File: src/rtl/vga_timing_gen_if.sv
// rtl/vga_timing_gen_if.sv - raster timing bundle driven by vga_timing_gen
interface vga_timing_gen_if;
   logic        pixel_en;
   logic [15:0] hCount;
   logic [15:0] vCount;
   logic        bright;
   logic        frame_start;
   logic        bright_d;
   logic        hSync_n;
   logic        vSync_n;
   logic        vga_clk;

   modport master (
      output pixel_en, hCount, vCount, bright, frame_start,
      output bright_d, hSync_n, vSync_n, vga_clk
   );

   modport slave (
      input pixel_en, hCount, vCount, bright, frame_start,
      input bright_d, hSync_n, vSync_n, vga_clk
   );
endinterface

File: src/rtl/vga_timing_gen.sv
// rtl/vga_timing_gen.sv - VGA raster timing: pixel divider, h/v counters, delayed sync
// Sync and blanking are delayed PIPE_DELAY pixel ticks to line up with pixel memory reads.
module vga_timing_gen #(
   parameter int CLK_DIV    = 2,
   parameter int H_VISIBLE  = 640,
   parameter int H_FRONT    = 16,
   parameter int H_SYNC     = 96,
   parameter int H_BACK     = 48,
   parameter int V_VISIBLE  = 480,
   parameter int V_FRONT    = 10,
   parameter int V_SYNC     = 2,
   parameter int V_BACK     = 33,
   parameter int PIPE_DELAY = 1
) (
   input  logic             clk,
   input  logic             reset,
   vga_timing_gen_if.master vga
);

   localparam int H_TOTAL = H_VISIBLE + H_FRONT + H_SYNC + H_BACK;
   localparam int V_TOTAL = V_VISIBLE + V_FRONT + V_SYNC + V_BACK;

   localparam logic [15:0] H_LAST       = 16'(H_TOTAL - 1);
   localparam logic [15:0] V_LAST       = 16'(V_TOTAL - 1);
   localparam logic [15:0] H_VIS        = 16'(H_VISIBLE);
   localparam logic [15:0] V_VIS        = 16'(V_VISIBLE);
   localparam logic [15:0] H_SYNC_START = 16'(H_VISIBLE + H_FRONT);
   localparam logic [15:0] H_SYNC_END   = 16'(H_VISIBLE + H_FRONT + H_SYNC);
   localparam logic [15:0] V_SYNC_START = 16'(V_VISIBLE + V_FRONT);
   localparam logic [15:0] V_SYNC_END   = 16'(V_VISIBLE + V_FRONT + V_SYNC);

   localparam int              DIV_W    = (CLK_DIV > 1) ? $clog2(CLK_DIV) : 1;
   localparam logic [DIV_W-1:0] DIV_LAST = DIV_W'(CLK_DIV - 1);
   localparam logic [DIV_W-1:0] DIV_HALF = DIV_W'(CLK_DIV / 2);

   // {bright, hSync_n, vSync_n} while blanked with no sync active
   localparam logic [2:0] PIPE_IDLE = 3'b011;

   logic [DIV_W-1:0] divCount;
   logic [DIV_W-1:0] divNext;
   logic             pixelEn;
   logic [15:0]      hCount;
   logic [15:0]      vCount;
   logic             frameStart;
   logic             brightRaw;
   logic             hSyncRaw;
   logic             vSyncRaw;
   logic [2:0]       rawBits;
   logic [2:0]       delayedBits;

   always_comb begin
      divNext = divCount + DIV_W'(1);
      if (divCount == DIV_LAST) begin
         divNext = '0;
      end
   end

   // pixel_en fires for the clk after the divider reaches its last count
   always_ff @(posedge clk) begin
      if (reset) begin
         divCount <= '0;
         pixelEn  <= 1'b0;
      end else begin
         divCount <= divNext;
         pixelEn  <= (divCount == DIV_LAST);
      end
   end

   always_ff @(posedge clk) begin
      if (reset) begin
         hCount     <= '0;
         vCount     <= '0;
         frameStart <= 1'b0;
      end else begin
         frameStart <= pixelEn && (hCount == H_LAST) && (vCount == V_LAST);
         if (pixelEn) begin
            if (hCount == H_LAST) begin
               hCount <= '0;
               if (vCount == V_LAST) begin
                  vCount <= '0;
               end else begin
                  vCount <= vCount + 16'd1;
               end
            end else begin
               hCount <= hCount + 16'd1;
            end
         end
      end
   end

   always_comb begin
      brightRaw = (hCount < H_VIS) && (vCount < V_VIS);
      hSyncRaw  = !((hCount >= H_SYNC_START) && (hCount < H_SYNC_END));
      vSyncRaw  = !((vCount >= V_SYNC_START) && (vCount < V_SYNC_END));
      rawBits   = {brightRaw, hSyncRaw, vSyncRaw};
   end

   generate
      if (PIPE_DELAY == 0) begin : g_noPipe
         assign delayedBits = rawBits;
      end else begin : g_pipe
         logic [2:0] pipeQ [PIPE_DELAY];

         always_ff @(posedge clk) begin
            if (reset) begin
               for (int i = 0; i < PIPE_DELAY; i++) begin
                  pipeQ[i] <= PIPE_IDLE;
               end
            end else if (pixelEn) begin
               pipeQ[0] <= rawBits;
               for (int i = 1; i < PIPE_DELAY; i++) begin
                  pipeQ[i] <= pipeQ[i-1];
               end
            end
         end

         assign delayedBits = pipeQ[PIPE_DELAY-1];
      end
   endgenerate

   // With no divider the DAC clock degenerates to the always-on pixel strobe
   generate
      if (CLK_DIV == 1) begin : g_div1
         assign vga.vga_clk = pixelEn;
      end else begin : g_divN
         logic vgaClkQ;

         always_ff @(posedge clk) begin
            if (reset) begin
               vgaClkQ <= 1'b0;
            end else begin
               vgaClkQ <= (divNext >= DIV_HALF);
            end
         end

         assign vga.vga_clk = vgaClkQ;
      end
   endgenerate

   assign vga.pixel_en    = pixelEn;
   assign vga.hCount      = hCount;
   assign vga.vCount      = vCount;
   assign vga.bright      = brightRaw;
   assign vga.frame_start = frameStart;
   assign vga.bright_d    = delayedBits[2];
   assign vga.hSync_n     = delayedBits[1];
   assign vga.vSync_n     = delayedBits[0];

endmodule

File: src/flat_wrapper.sv
// flat-port wrapper written by rule: the top's interface ports become plain ports
module vga_timing_gen_flat 
#(
   parameter int CLK_DIV    = 2,
   parameter int H_VISIBLE  = 640,
   parameter int H_FRONT    = 16,
   parameter int H_SYNC     = 96,
   parameter int H_BACK     = 48,
   parameter int V_VISIBLE  = 480,
   parameter int V_FRONT    = 10,
   parameter int V_SYNC     = 2,
   parameter int V_BACK     = 33,
   parameter int PIPE_DELAY = 1
)
  (clk, reset, vga_pixel_en, vga_hCount, vga_vCount, vga_bright, vga_frame_start, vga_bright_d, vga_hSync_n, vga_vSync_n, vga_vga_clk);
  vga_timing_gen_if vga_i ();
  input  logic clk;
  input  logic reset;
  output wire logic [$bits(vga_i.pixel_en)-1:0] vga_pixel_en;
  output wire logic [$bits(vga_i.hCount)-1:0] vga_hCount;
  output wire logic [$bits(vga_i.vCount)-1:0] vga_vCount;
  output wire logic [$bits(vga_i.bright)-1:0] vga_bright;
  output wire logic [$bits(vga_i.frame_start)-1:0] vga_frame_start;
  output wire logic [$bits(vga_i.bright_d)-1:0] vga_bright_d;
  output wire logic [$bits(vga_i.hSync_n)-1:0] vga_hSync_n;
  output wire logic [$bits(vga_i.vSync_n)-1:0] vga_vSync_n;
  output wire logic [$bits(vga_i.vga_clk)-1:0] vga_vga_clk;
  assign vga_pixel_en = vga_i.pixel_en;
  assign vga_hCount = vga_i.hCount;
  assign vga_vCount = vga_i.vCount;
  assign vga_bright = vga_i.bright;
  assign vga_frame_start = vga_i.frame_start;
  assign vga_bright_d = vga_i.bright_d;
  assign vga_hSync_n = vga_i.hSync_n;
  assign vga_vSync_n = vga_i.vSync_n;
  assign vga_vga_clk = vga_i.vga_clk;
  vga_timing_gen #(.CLK_DIV(CLK_DIV), .H_VISIBLE(H_VISIBLE), .H_FRONT(H_FRONT), .H_SYNC(H_SYNC), .H_BACK(H_BACK), .V_VISIBLE(V_VISIBLE), .V_FRONT(V_FRONT), .V_SYNC(V_SYNC), .V_BACK(V_BACK), .PIPE_DELAY(PIPE_DELAY)) u_core (.clk(clk), .reset(reset), .vga(vga_i));
endmodule
File: config.mk
export PLATFORM = sky130hd
export DESIGN_NAME = vga_timing_gen_flat
export DESIGN_NICKNAME = d
export VERILOG_FILES = /design/src/rtl/vga_timing_gen_if.sv /design/src/rtl/vga_timing_gen.sv /design/src/flat_wrapper.sv
export SDC_FILE = /design/constraint.sdc
export NUM_CORES = 1
export LEC_CHECK = 0
export CORE_MARGIN = 2
export CORE_UTILIZATION = 56
export CTS_BUF_LIST = sky130_fd_sc_hd__clkbuf_2
export CTS_CLUSTER_DIAMETER = 30
export CTS_CLUSTER_SIZE = 25
export DETAILED_ROUTE_END_ITERATION = 10
export PLACE_DENSITY = 0.94
export RECOVER_POWER = 25
export SLEW_MARGIN = 20
export SYNTH_ARGS = -nofsm -noshare
export SYNTH_HDL_FRONTEND = slang
export SYNTH_SLANG_ARGS = --single-unit
File: constraint.sdc
create_clock -name clk -period 4.5 [get_ports clk]
set_input_delay 0.9 -clock clk [delete_from_list [all_inputs] [get_ports clk]]
set_output_delay 0.9 -clock clk [all_outputs]
set_load 0.02 [all_outputs]
## Word-level counts from Yosys, hierarchy flattened

Memory sizes are Yosys's and may differ from the RTL's.
Index checks and enable logic that the tools add are counted.

- Word-level logic and storage cells: 38
- Memory bits (writable): 3
- Memories kept: 1
- Flip-flop bits (word level): 36
- Output and inout port bits: 39
- Input bits: 2

Memories:

| memory | depth | width | rd ports | clocked after memory_dff | wr ports | line | RTL |
|---|---|---|---|---|---|---|---|
| u_core.g_pipe.pipeQ | 1 | 3 | 1 | 0 | 1 | vga_timing_gen.sv:102 | `logic [2:0] pipeQ [PIPE_DELAY];` |

- Order comparisons: 7
- Equal/unequal tests: 2
- $add $sub $neg: 3
- Muxes and demuxes: 10
- Reductions and logical operators: 9

Operators by type and width:

| kind | number |
|---|---|
| 16-bit by 1-bit adder with 16-bit output, second input constant | 2 |
| 16-bit by 10-bit == test with 1-bit output, second input constant | 2 |
| 16-bit by 10-bit < comparator with 1-bit output, second input constant | 2 |
| 16-bit by 9-bit < comparator with 1-bit output, second input constant | 2 |
| 16-bit two-way mux | 2 |
| 16-bit by 10-bit >= comparator with 1-bit output, second input constant | 1 |
| 16-bit by 9-bit >= comparator with 1-bit output, second input constant | 1 |
| 1-bit two-way mux | 7 |
| 1-bit logical AND | 5 |
| 3-bit two-way mux | 1 |
| 3-bit OR reduction | 1 |
| 1-bit zero test | 2 |
| 2-bit AND reduction | 1 |
| 1-bit adder, second input constant | 1 |
| 1-bit >= comparator, second input constant | 1 |

## Depth between registers and ports, before layout

Gate-level depths: netlist (run 1).

- Depth after elaboration: 5
- Depth in mapped cells: 7

## Least setup slack after synthesis (run 1)

Ideal clock, no wire load.

- Kind: flip-flop to output port
- Start: register u_core.vCount[11] (netlist: u_core.vga.vCount[11])
- End: output port vga_bright
- Stages on the path, launching flop included: 5
- Slack: 2.027 ns
- Data required time: 3.600 ns
- Arrival: 1.573 ns
- Path through: dfxtp_1 > or4_4 > nor4_1 > nand3_1 > nor2_1

- Word-level cells in the longest chain between the ends: 2

Ends and longest elaborated chain:

| what | line | RTL |
|---|---|---|
| from (decl) | vga_timing_gen.sv:43 | `logic [15:0] vCount;` |
| from (signal assigned) | vga_timing_gen.sv:82 | `vCount <= vCount + 16'd1;` |
| 16-bit by 9-bit < comparator with 1-bit output | vga_timing_gen.sv:92 | `brightRaw = (hCount < H_VIS) && (vCount < V_VIS);` |
| 1-bit logical AND | vga_timing_gen.sv:92 |  |
| to (decl) | flat_wrapper.sv:22 | `output wire logic [$bits(vga_i.bright)-1:0] vga_bright;` |

No other way between the ends.

## Final worst setup path (run 1)

- Start: register u_core.vCount[10] (netlist: u_core.vga.vCount[10])
- End: output port vga_bright

Same word-level chain as after synthesis.

==> reports/results.ini, run 1 <==
[min_path]
hold_start = u_core.divCount
hold_path_end = u_core.divCount
hold_path_class = reg -> reg
hold_depth = 1

[power]
max-vdd-ir-drop_mv = 0.2434
p_per_area_nw_per_um2 = 224.6
finalPower_uw = 521.6
leakage_uw = 0.0007977

[floorplanning]
rows = 20
die_y_um = 61.68
initial_core_util_pct = 60.04
coreArea_um2 = 3103
dieWidth_um = 61.68
dieArea_um2 = 3804
io_pins = 41

[grt]
track_usage_pct = 26.91
grt_max_degree = 17
grt_overflow_total = 0
first_global_vias = 1625
antenna_found_initial = 0
grt_pass1_wl_mm = 7.396

[yosys]
ys_seq_area_share_pct = 42.44
synth_flop_cell = dfxtp_1
synth_largest_area_cell = dfxtp_1
synthTopCellsByArea = dfxtp_1, nor2_1, xor2_1
synth_common_cells = dfxtp_1, nor2_1, nand2_1, nand3_1
async_flop_share_pct = 0
synthCells = 218
ys_warn_count = 0
ys_types = 35
synth_seq_cells = 38
syn_avg_cell_area_um2 = 8.546
synth_edf_count = 3
synth_top_cell_area_share_pct = 37.61
synth.net_count = 224
syn_area_um2 = 1863
yosysMostFrequentCell = dfxtp_1

[clock_tree]
clk_pin_slew_ns = 0.19
cts_htree_levels = 2
cts_num_sinks = 38
postCtsHoldBufs = 0
cts_buffers = 5
post_cts_buffers = 0
cts_root_buffer = clkbuf_2
clock_latency_ns = 0.41
cts_resized = 0
cts_tree = yes
cts_buffer_depth = 2

[sta]
fmax_mhz = 296.4
period_needed_ns = 3.373
slew_headroom_pct = 55.79
layout_setup_ws_ns = 1.127
fin_setup_tns_ns = 0
rsz0062_at_grt = false
finalCritPeriodShare_pct = 74.97
final_hold_viol_count = 0
setup_viol = 0
worst_pin_slew_ns = 0.6631
report.final.slew_viol_count = 0
holdWs_ns = 0.4625
finClkSkew_ns = 0.03007

[placed_design]
post-place-ws_ns = 1.450
gp_congestion = 0.8477
dp_hpwl_mm = 3.277
port_buffers = 40

[setup_path]
critical_path_required_ns = 3.60
worstSetupPathType = reg -> out
reg2reg_slack_ns = 2.09
cp-start-kind = flip-flop
r2r_end = u_core.vga.vCount[11]
worstRegToRegCells = 5
timing.rr.start = u_core.vga.vCount[9]
crit_path_start = u_core.vga.vCount[10]
critPathMaxFanout = 5
critPathArrivalTime_ns = 2.47
worstSetupEndpointType = primary output

[cells_and_area]
num_antenna_cells = 0
nets = 264
area_delta_synth_final_pct = 24.65
drive_above_1_share_pct = 5.405

[routing]
wire_per_inst_um = 15.31
postRouteAntennaNets = 0
drtPass1Iterations = 5
wl_mm = 4.639
vias = 1764
dr.first_iter.drc_count = 138
vias_per_cell = 5.822
drcViolationCount = 0

[run]
maxCapViolCount = 0

[outcome]
status = completed

how the worst max path moves through the flow:
stage | end | slack [ns] | cells past startpoint
floorplan | vga_bright | 2.03 | 4
global placement | u_core.g_pipe.pipeQ[0][0] | 1.54 | 5
detailed placement | u_core.g_pipe.pipeQ[0][0] | 1.45 | 5
CTS | vga_bright | 1.10 | 5
global route | vga_bright | 1.02 | 5
finish | vga_bright | 1.13 | 5
where the power goes:
part | internal (uW) | switching (uW)
combinational | 8.64 | 15.6
clock | 38.9 | 112
sequential | 344 | 2.91
total | 391 | 130
cell families after synthesis:
kind of cell | share of synthesized area [%]
buf+inv | 3.022
simple gates | 31.56
mux | 2.350
compound gates | 11.35
fa+ha+maj | 2.686
flops | 42.44
xor+xnor | 6.582
critical path, stage by stage, from the launching register on:
cell,delay [ns]
dfxtp_1,0.38
or4_4,0.59
nor4_1,0.20
nand3_1,0.15
nor2_1,0.13
clkdlybuf4s50_1,0.61
area by class of cell:
class / count / area [um2]
multi-input combinational: 165 / 1006
inverter: 8 / 30.03
clock inverter: 2 / 10.01
sequential: 38 / 790.8
clock buffer: 6 / 30.03
timing repair buffer: 40 / 400.4
tap: 44 / 55.05
fill: 253 / 780.7
state kept, by name, indices dropped and copies added (netlist names):
signal	flops
u_core.vga.hCount	16
u_core.vga.vCount	16
u_core.g_pipe.pipeQ	3
u_core.divCount	1
u_core.vga.frame_start	1
u_core.vga.pixel_en	1
per-stage QoR:
stage | util, % | cell area (um2) | instances
after floorplan | - | 1863 | 218
after global placement | 73.87 | 2292 | 295
after global routing | 74.84 | 2322 | 303
after detailed placement | 73.87 | 2292 | 295
final | 74.84 | 2322 | 303
after CTS | 75.16 | 2332 | 303
cells in the final DEF, fill, tap and decap left out, types with 2 or more instances in the layout:
cell,count
clkdlybuf4s50_1,39
nor2b_1,6
nand4b_1,2
xor2_1,12
clkinv_2,2
and4_1,4
mux2_2,3
ha_1,4
nor4_1,4
inv_1,8
clkbuf_2,6
or3_1,4
and3_1,2
edfxtp_1,3
a21oi_1,11
and2_1,2
o31ai_1,5
a41oi_1,2
nor3_1,6
dfxtp_1,35
nand3_1,15
nand4_1,9
xnor2_1,2
o21ai_0,12
nor2_1,28
or4_1,3
nand2_1,20
routing by layer:
metal	share of wire [%]	track usage, %	wire, um
met2	46	40.75	2157
met5	0	0	0
met4	2.7	15.20	124
met3	6.0	7.773	280
met1	45	34.24	2077
Power figures use the tool's default switching activity.
==> inputs of run 2 (changes only) <==
--- a/config.mk
+++ b/config.mk
@@ -6,12 +6,12 @@
 export NUM_CORES = 1
 export LEC_CHECK = 0
 export CORE_MARGIN = 2
-export CORE_UTILIZATION = 56
+export CORE_UTILIZATION = 52
 export CTS_BUF_LIST = sky130_fd_sc_hd__clkbuf_2
 export CTS_CLUSTER_DIAMETER = 30
 export CTS_CLUSTER_SIZE = 25
 export DETAILED_ROUTE_END_ITERATION = 10
-export PLACE_DENSITY = 0.94
+export PLACE_DENSITY = 0.89
 export RECOVER_POWER = 25
 export SLEW_MARGIN = 20
 export SYNTH_ARGS = -nofsm -noshare
==> constraint.sdc (replaced) <==
create_clock -name clk -period 3.45 [get_ports clk]
set_input_delay 0.69 -clock clk [delete_from_list [all_inputs] [get_ports clk]]
set_output_delay 0.69 -clock clk [all_outputs]
set_load 0.02 [all_outputs]
==> reports/results.ini, run 2 (synthesis results as in run 1) <==
[setup_path]
worstSetupEndpointType = primary output
worstSetupPathType = reg -> out
cp-start-kind = flip-flop
crit_chain = or4_4 > nor4_1 > nand3_1 > nor2_1 > clkdlybuf4s50_1
critPathMaxFanout = 8
cp_slowest_cell = clkdlybuf4s50_1
max_stage_delay_ns = 0.62
path_buf_inv = 1
critPathArrivalTime_ns = 2.51
critical_path_required_ns = 2.76
crit_family = simple AND/OR/NAND/NOR gates

[routing]
dr.first_iter.drc_count = 85
drtPass1Iterations = 5
vias_per_cell = 5.869
wire_per_inst_um = 14.13
postRouteAntennaNets = 0
drcViolationCount = 0
wl_mm = 4.325
vias = 1796

[clock_tree]
post_cts_buffers = 0
clock_latency_ns = 0.42
cts_htree_levels = 2
postCtsHoldBufs = 0
cts_root_buffer = clkbuf_2
cts_buffers = 5
cts_num_sinks = 38
cts_resized = 0
cts_buffer_depth = 2
cts_tree = yes
clk_pin_slew_ns = 0.19

[floorplanning]
dieWidth_um = 63.86
dieArea_um2 = 4077
initial_core_util_pct = 54.96
rows = 21
die_y_um = 63.86
io_pins = 41
coreArea_um2 = 3390

[cells_and_area]
final_common_cell = clkdlybuf4s50_1
num_antenna_cells = 0
final_util_pct = 70.40
drive_above_1_share_pct = 5.769
final_cell_mix = clkdlybuf4s50_1, dfxtp_1, nor2_1, nand2_1, nand3_1
nets = 265
area_delta_synth_final_pct = 28.07
top_regs = u_core.vga.hCount x16, u_core.vga.vCount x16, u_core.g_pipe.pipeQ x3

[sta]
period_needed_ns = 3.201
layout_setup_ws_ns = 0.2495
finalCritPeriodShare_pct = 92.77
slew_headroom_pct = 47.25
rsz0062_at_grt = false
worst_pin_slew_ns = 0.7912
setup_viol = 0
finClkSkew_ns = 0.02790
fin_setup_tns_ns = 0
final_hold_viol_count = 0
fmax_mhz = 312.5
report.final.slew_viol_count = 0
holdWs_ns = 0.4491

[grt]
grt_max_degree = 17
track_usage_pct = 22.70
antenna_found_initial = 0
first_global_vias = 1577
grt_pass1_wl_mm = 7.245
grt_overflow_total = 0

[placed_design]
gp_congestion = 0.8069
dp_hpwl_mm = 3.030
port_buffers = 40
post-place-ws_ns = 0.7123

[power]
p_seq_share_pct = 53.9
max-vdd-ir-drop_mv = 0.3233
power_frac_clock_pct = 42.3
switchingPower_uw = 182.9
finalPower_uw = 839.3
internal-power_uw = 656.4
leakage_uw = 0.0008223
p_per_area_nw_per_um2 = 351.8
p_sw_share_pct = 21.79
comb_power_share_pct = 3.9

[outcome]
status = completed

[min_path]
hold_path_class = reg -> reg

[run]
maxCapViolCount = 0

-- run 2: cell types whose count changed in the layout (fill, tap and decap cells not counted) --
cell / delta
clkinv_2: -2
or4b_4: +1
clkinv_4: +1
clkbuf_1: +1
bufinv_16: +2
clkbuf_2: -1
or4b_1: -1
-- run 2: path summary, 6_finish.rpt --
| kind | slack, ns | endpoint | from | depth (start not counted) |
|---|---|---|---|---|
| min | 0.45 | u_core.divCount | u_core.divCount | 1 |
| max reg2reg | 1.19 | u_core.vga.vCount[13] | u_core.vga.vCount[11] | 5 |
| min reg2reg | 0.45 | u_core.divCount | u_core.divCount | 1 |
| max | 0.25 | vga_bright | u_core.vga.vCount[11] | 5 |
-- run 2: per-layer routing --
metal | GRT usage (%) | share of wire, % | wire, um | vias up
met1 | 29.96 | 46 | 1992 | 842
met3 | 7.042 | 6.0 | 258 | 12
met4 | 10.60 | 2.4 | 103 | 0
met2 | 33.72 | 46 | 1970 | 71
li1 | - | - | - | 871
met5 | 0 | 0 | 0 | -
-- run 2: cell type report --
| cell class | count | area [um2] |
|---|---|---|
| clock buffer | 5 | 25.02 |
| clock inverter | 3 | 68.82 |
| fill | 260 | 1003 |
| inverter | 8 | 30.03 |
| multi-input combinational | 165 | 1010 |
| sequential | 38 | 790.8 |
| tap | 46 | 57.56 |
| timing repair buffer | 41 | 404.1 |
-- run 2: stage by stage --
| stage | instance area (um2) | cells |
|---|---|---|
| final | 2386 | 306 |
| after global placement | 2302 | 298 |
| after global routing | 2386 | 306 |
| after CTS | 2396 | 306 |
| after detailed placement | 2302 | 298 |
| after floorplan | 1863 | 218 |
-- run 2: power by group through the flow --
| stage | clock (uW) | sequential (uW) | combinational (uW) |
|---|---|---|---|
| final | 355 | 452 | 32.4 |
| after global placement | 0 | 461 | 31.7 |
| after global routing | 379 | 453 | 35.2 |
| after detailed placement | 0 | 461 | 32.6 |
| after CTS | 355 | 452 | 33.0 |
| after floorplan | 0 | 464 | 16.3 |
==> edit 1, RTL diff (settings of run 2) <==
Put a register stage on the output `vga.hSync_n`, without a reset. The value now appears one clock later.
--- a/src/rtl/vga_timing_gen.sv
+++ b/src/rtl/vga_timing_gen.sv
@@ -145,3 +145,5 @@
    assign vga.bright_d    = delayedBits[2];
-   assign vga.hSync_n     = delayedBits[1];
+   always_ff @(posedge clk) begin
+      vga.hSync_n <= delayedBits[1];
+   end
    assign vga.vSync_n     = delayedBits[0];
Function: changed (Yosys sat finds a counterexample within 4 cycles, from zero or initial values and one cycle with reset high).
==> edit 1 against run 2 <==
Total power rose by 0.58%; routed wire length rose by 4.7%; sequential power rose by 2%; core utilization fell by 0.18 points; area after synthesis rose by 1.1%; sequential cell count rose by 1; via count fell by 1.4%; design area rose by 0.52%; highest routed layer unchanged; critical endpoint unchanged; first-iteration DRC count rose by 140%; setup slack improved by 0.030 ns; largest cell class unchanged.
==> edit 1: results (changes against run 2) <==
- Initial DRC Count: 204 (+140%)
- Hpwl dp: 3.28 mm (+8.2%)
- Proportion of layout cells with a drive suffix above 1: 0.0536 (-0.00405)
- Slew margin rel.: 0.499 (+0.0268)
- Vias per cell: 5.77 (-1.8%)
- Total track usage: 0.243 (+0.0156)
- Synth area leaders: dfxtp_1 (38%), nor2_1 (5.6%), xor2_1 (5.6%)
- Seq power: 463 uW (+2%)
- Fillers: 289 (+11%)
- Worst vdd ir: 0.000229 V (-29%)
- Leak pwr: 0.000829 uW (+0.87%)
- Comb pwr share: 0.037 (-0.002)
- Seq/Total Area, Yosys: 0.431 (+0.00612)
- WL met3: 262 um (+1.6%)
- Status: finished clean
- Largest net degree at the start of global routing: 16 (-1)
- Sw Share: 0.207 (-0.0111)
- Setup Skew: 0.0199 ns (-0.00805 ns)
- Mapped Nets: 225 (+0.45%)
- GPL Wtd Cong: 0.865 (+7.2%)
- First-pass GRT wire length: 7.89 mm (+8.9%)
- Drt total wl: 4.53 mm (+4.7%)
- Routed wl met2: 2.21 mm (+12%)
- First-pass iteration count of the detailed router: 4 (-1)
- Most frequent cells after synthesis: dfxtp_1 (36), nor2_1 (28), nand2_1 (20)
## edit 1: cell count changes after synthesis
cell            run 2  this run
dfxtp_1            35        36
## edit 1: logic make-up (layout without fill, tap and decap cells)
group	Yosys count	in the layout	share of synthesized area
flops	39	39	0.431
buf+inv	15	57	0.0299
fa+ha+maj	4	4	0.0266
compound gates	33	33	0.112
xor+xnor	14	14	0.0651
simple gates	110	110	0.312
mux	4	4	0.0233
## edit 1: path summary, 6_finish.rpt
kind,start,to,slack [ns],depth (start not counted)
max,u_core.vga.vCount[11],vga_bright,0.28,5
min,u_core.g_pipe.pipeQ[0][1],u_core.vga.hSync_n,0.38,0
max reg2reg,u_core.vga.vCount[6],u_core.vga.vCount[3],1.08,5
min reg2reg,u_core.g_pipe.pipeQ[0][1],u_core.vga.hSync_n,0.38,0
## edit 1: per-stage QoR
stage          cells  cell area [um^2]  setup slack (ns)   util  total power (uW)
5_1_grt          307              2400             0.123  0.702               875
2_1_floorplan    219              1880              1.19      -               492
3_5_place_dp     299              2320             0.749  0.680               505
3_3_place_gp     299              2320             0.750  0.680               505
6_report         307              2400             0.279  0.702               844
4_1_cts          307              2410             0.263  0.706               850
## edit 1: metal layers
| layer | up-vias | global-route usage |
|---|---|---|
| li1 | 869 | - |
| met2 | 57 | 0.383 |
| met4 | 0 | 0.112 |
| met1 | 838 | 0.311 |
| met3 | 6 | 0.0599 |
| met5 | - | 0 |
## edit 1: cell type report
type | count | share of cell area
flip-flops and latches | 39 | 0.338
clock inverters | 2 | 0.0250
repair buffers | 41 | 0.168
multi-input cells | 165 | 0.419
inverters | 8 | 0.0125
well taps | 46 | 0.0240
clock buffers | 6 | 0.0125
==> edit 2, RTL diff (flow settings as in run 2) <==
Without the edit above. `CLK_DIV` is set to 2 in 2 places; all go to 4.
--- a/src/rtl/vga_timing_gen.sv
+++ b/src/rtl/vga_timing_gen.sv
@@ -3,3 +3,3 @@
 module vga_timing_gen #(
-   parameter int CLK_DIV    = 2,
+   parameter int CLK_DIV    = 4,
    parameter int H_VISIBLE  = 640,
--- a/src/flat_wrapper.sv
+++ b/src/flat_wrapper.sv
@@ -3,3 +3,3 @@
 #(
-   parameter int CLK_DIV    = 2,
+   parameter int CLK_DIV    = 4,
    parameter int H_VISIBLE  = 640,
Check against the original RTL: not equivalent (Yosys sat finds a counterexample within 4 cycles, from zero or initial values and one cycle with reset high).
==> edit 2 against run 2 <==
Sequential cell count is 1 higher; register-to-register slack worse by 0.10 ns; setup slack better by 0.12 ns; total power is 7.2% lower; global-route usage is 0.56 points higher; area after synthesis is 12% higher; final cell count is 9.2% higher; routed wire length is 12% higher; design area is 8.2% higher; largest cell class unchanged.
==> edit 2: results (changes against run 2) <==
- Worst Hold Class: reg -> reg
- Clock root buffer: clkbuf_2
- Metal1 wirelength: 2.23 mm (+12%)
- Largest net degree at the start of global routing: 38 (+21)
- GR met1 Demand/Resource: 0.305 (+0.00560)
- Most frequent cells after synthesis: dfxtp_1 (36), a21oi_1 (18), nand2_1 (16), nor2_1 (16)
- First-pass GRT wire length: 7.99 mm (+10%)
- Routed via count: 1997 (+11%)
- HP Start: u_core.divCount[0]
- CTS tree: done
- Routed wl met2: 2.18 mm (+11%)
- H-Tree Depth: 2 (unchanged)
- Worst-margin pin slew: 1.41 ns (+0.618 ns)
- GPL Wtd Cong: 0.863 (+6.9%)
- WL met3: 327 um (+27%)
- Drt wl/cell: 14.6 um (+3.0%)
- Nets: 290 (+9.4%)
- CP Data Arrival Time: 2.39 ns (-0.12 ns)
- IO Port Bufs: 40 (unchanged)
- Setup Skew: 0.0146 ns (-0.0133 ns)
- Hpwl dp: 3.49 mm (+15%)
- Met2 Track Usage GR: 0.356 (+0.0192)
- Hold bufs inserted after CTS: 0 (unchanged)
- Proportion of layout cells with a drive suffix above 1: 0.0563 (-0.00135)
- Initial DRC Count: 110 (+29%)
- Met3 Track Usage GR: 0.0567 (-0.0138)
- Synth cell types: 44 (+26%)
- Vias in the first global route: 1744 (+11%)
- Total track usage: 0.233 (+0.00563)
- # Post-CTS Setup Buffers: 0 (unchanged)
- Worst vdd ir: 0.000435 V (+35%)
- Crit path max fanout: 7 (-1)
- Mapped Nets: 253 (+13%)
- Synth area leaders: dfxtp_1 (34%), a21oi_1 (4.3%), edfxtp_1 (4.3%)
- Fillers: 342 (+32%)
- Seq/Total Area, Yosys: 0.387 (-0.0371)
- R2r startpoint: u_core.vga.hCount[1]
- Status: finished clean
- Antenna cells: 0 (unchanged)
- First-pass iteration count of the detailed router: 4 (-1)
- Leak pwr: 0.000802 uW (-2.5%)
- Worst Setup SP: u_core.vga.vCount[10]
## edit 2: changes by cell type after synthesis, sizes merged, moves of 8 or more
cell   before  now
xor2       12    3
o21ai      13    5
or3         4   15
nor2       28   16
## edit 2: worst paths after layout
path	slack [ns]	endpoint	depth (start not counted)
worst min-delay path	0.45	u_core.divCount[0]	1
worst max register to register	1.09	u_core.vga.vCount[14]	5
worst min register to register	0.45	u_core.divCount[0]	1
worst max-delay path	0.37	vga_bright	4
## edit 2: power by group
group / leakage (uW) / internal [uW] / switching, uW / total [uW]
sequential: 0.000314 / 461 / 3.75 / 465
combinational: 0.000444 / 12.4 / 17.4 / 29.9
clock: 0.0000429 / 123 / 161 / 284
## edit 2: final cells by class
class,count,area [um^2],share of cell area
multi-input cells,180,1170,0.454
flip-flops and latches,39,811,0.314
repair buffers,42,412,0.159
well taps,50,62.6,0.0242
inverters,15,56.3,0.0218
clock inverters,3,43.8,0.0170
clock buffers,5,25.0,0.00969
## edit 2: per-stage QoR
stage / cells / worst slack [ns] / cell area (um^2) / power (uW)
CTS: 334 / 0.390 / 2580 / 785
global placement: 326 / 0.906 / 2520 / 504
finish: 334 / 0.372 / 2580 / 778
floorplan: 246 / 1.31 / 2090 / 493
detailed placement: 326 / 0.890 / 2520 / 505
global route: 334 / 0.198 / 2580 / 808
## edit 2: logic make-up after synthesis
| group | share of synthesized area |
|---|---|
| xor gates and xnor gates | 0.0460 |
| and+or+nand+nor | 0.374 |
| muxes | 0.00956 |
| AOI/OAI and AO/OA | 0.100 |
| adders and majority gates | 0.0299 |
| DFF | 0.387 |
| buffers and inverters | 0.0532 |
## edit 2: worst max-delay path, cell delays in order (launching register included)
cell and delay (ns):
dfxtp_1 0.40, nor4_1 0.51, nand2_1 0.18, nor3_1 0.24, clkdlybuf4s50_1 0.65
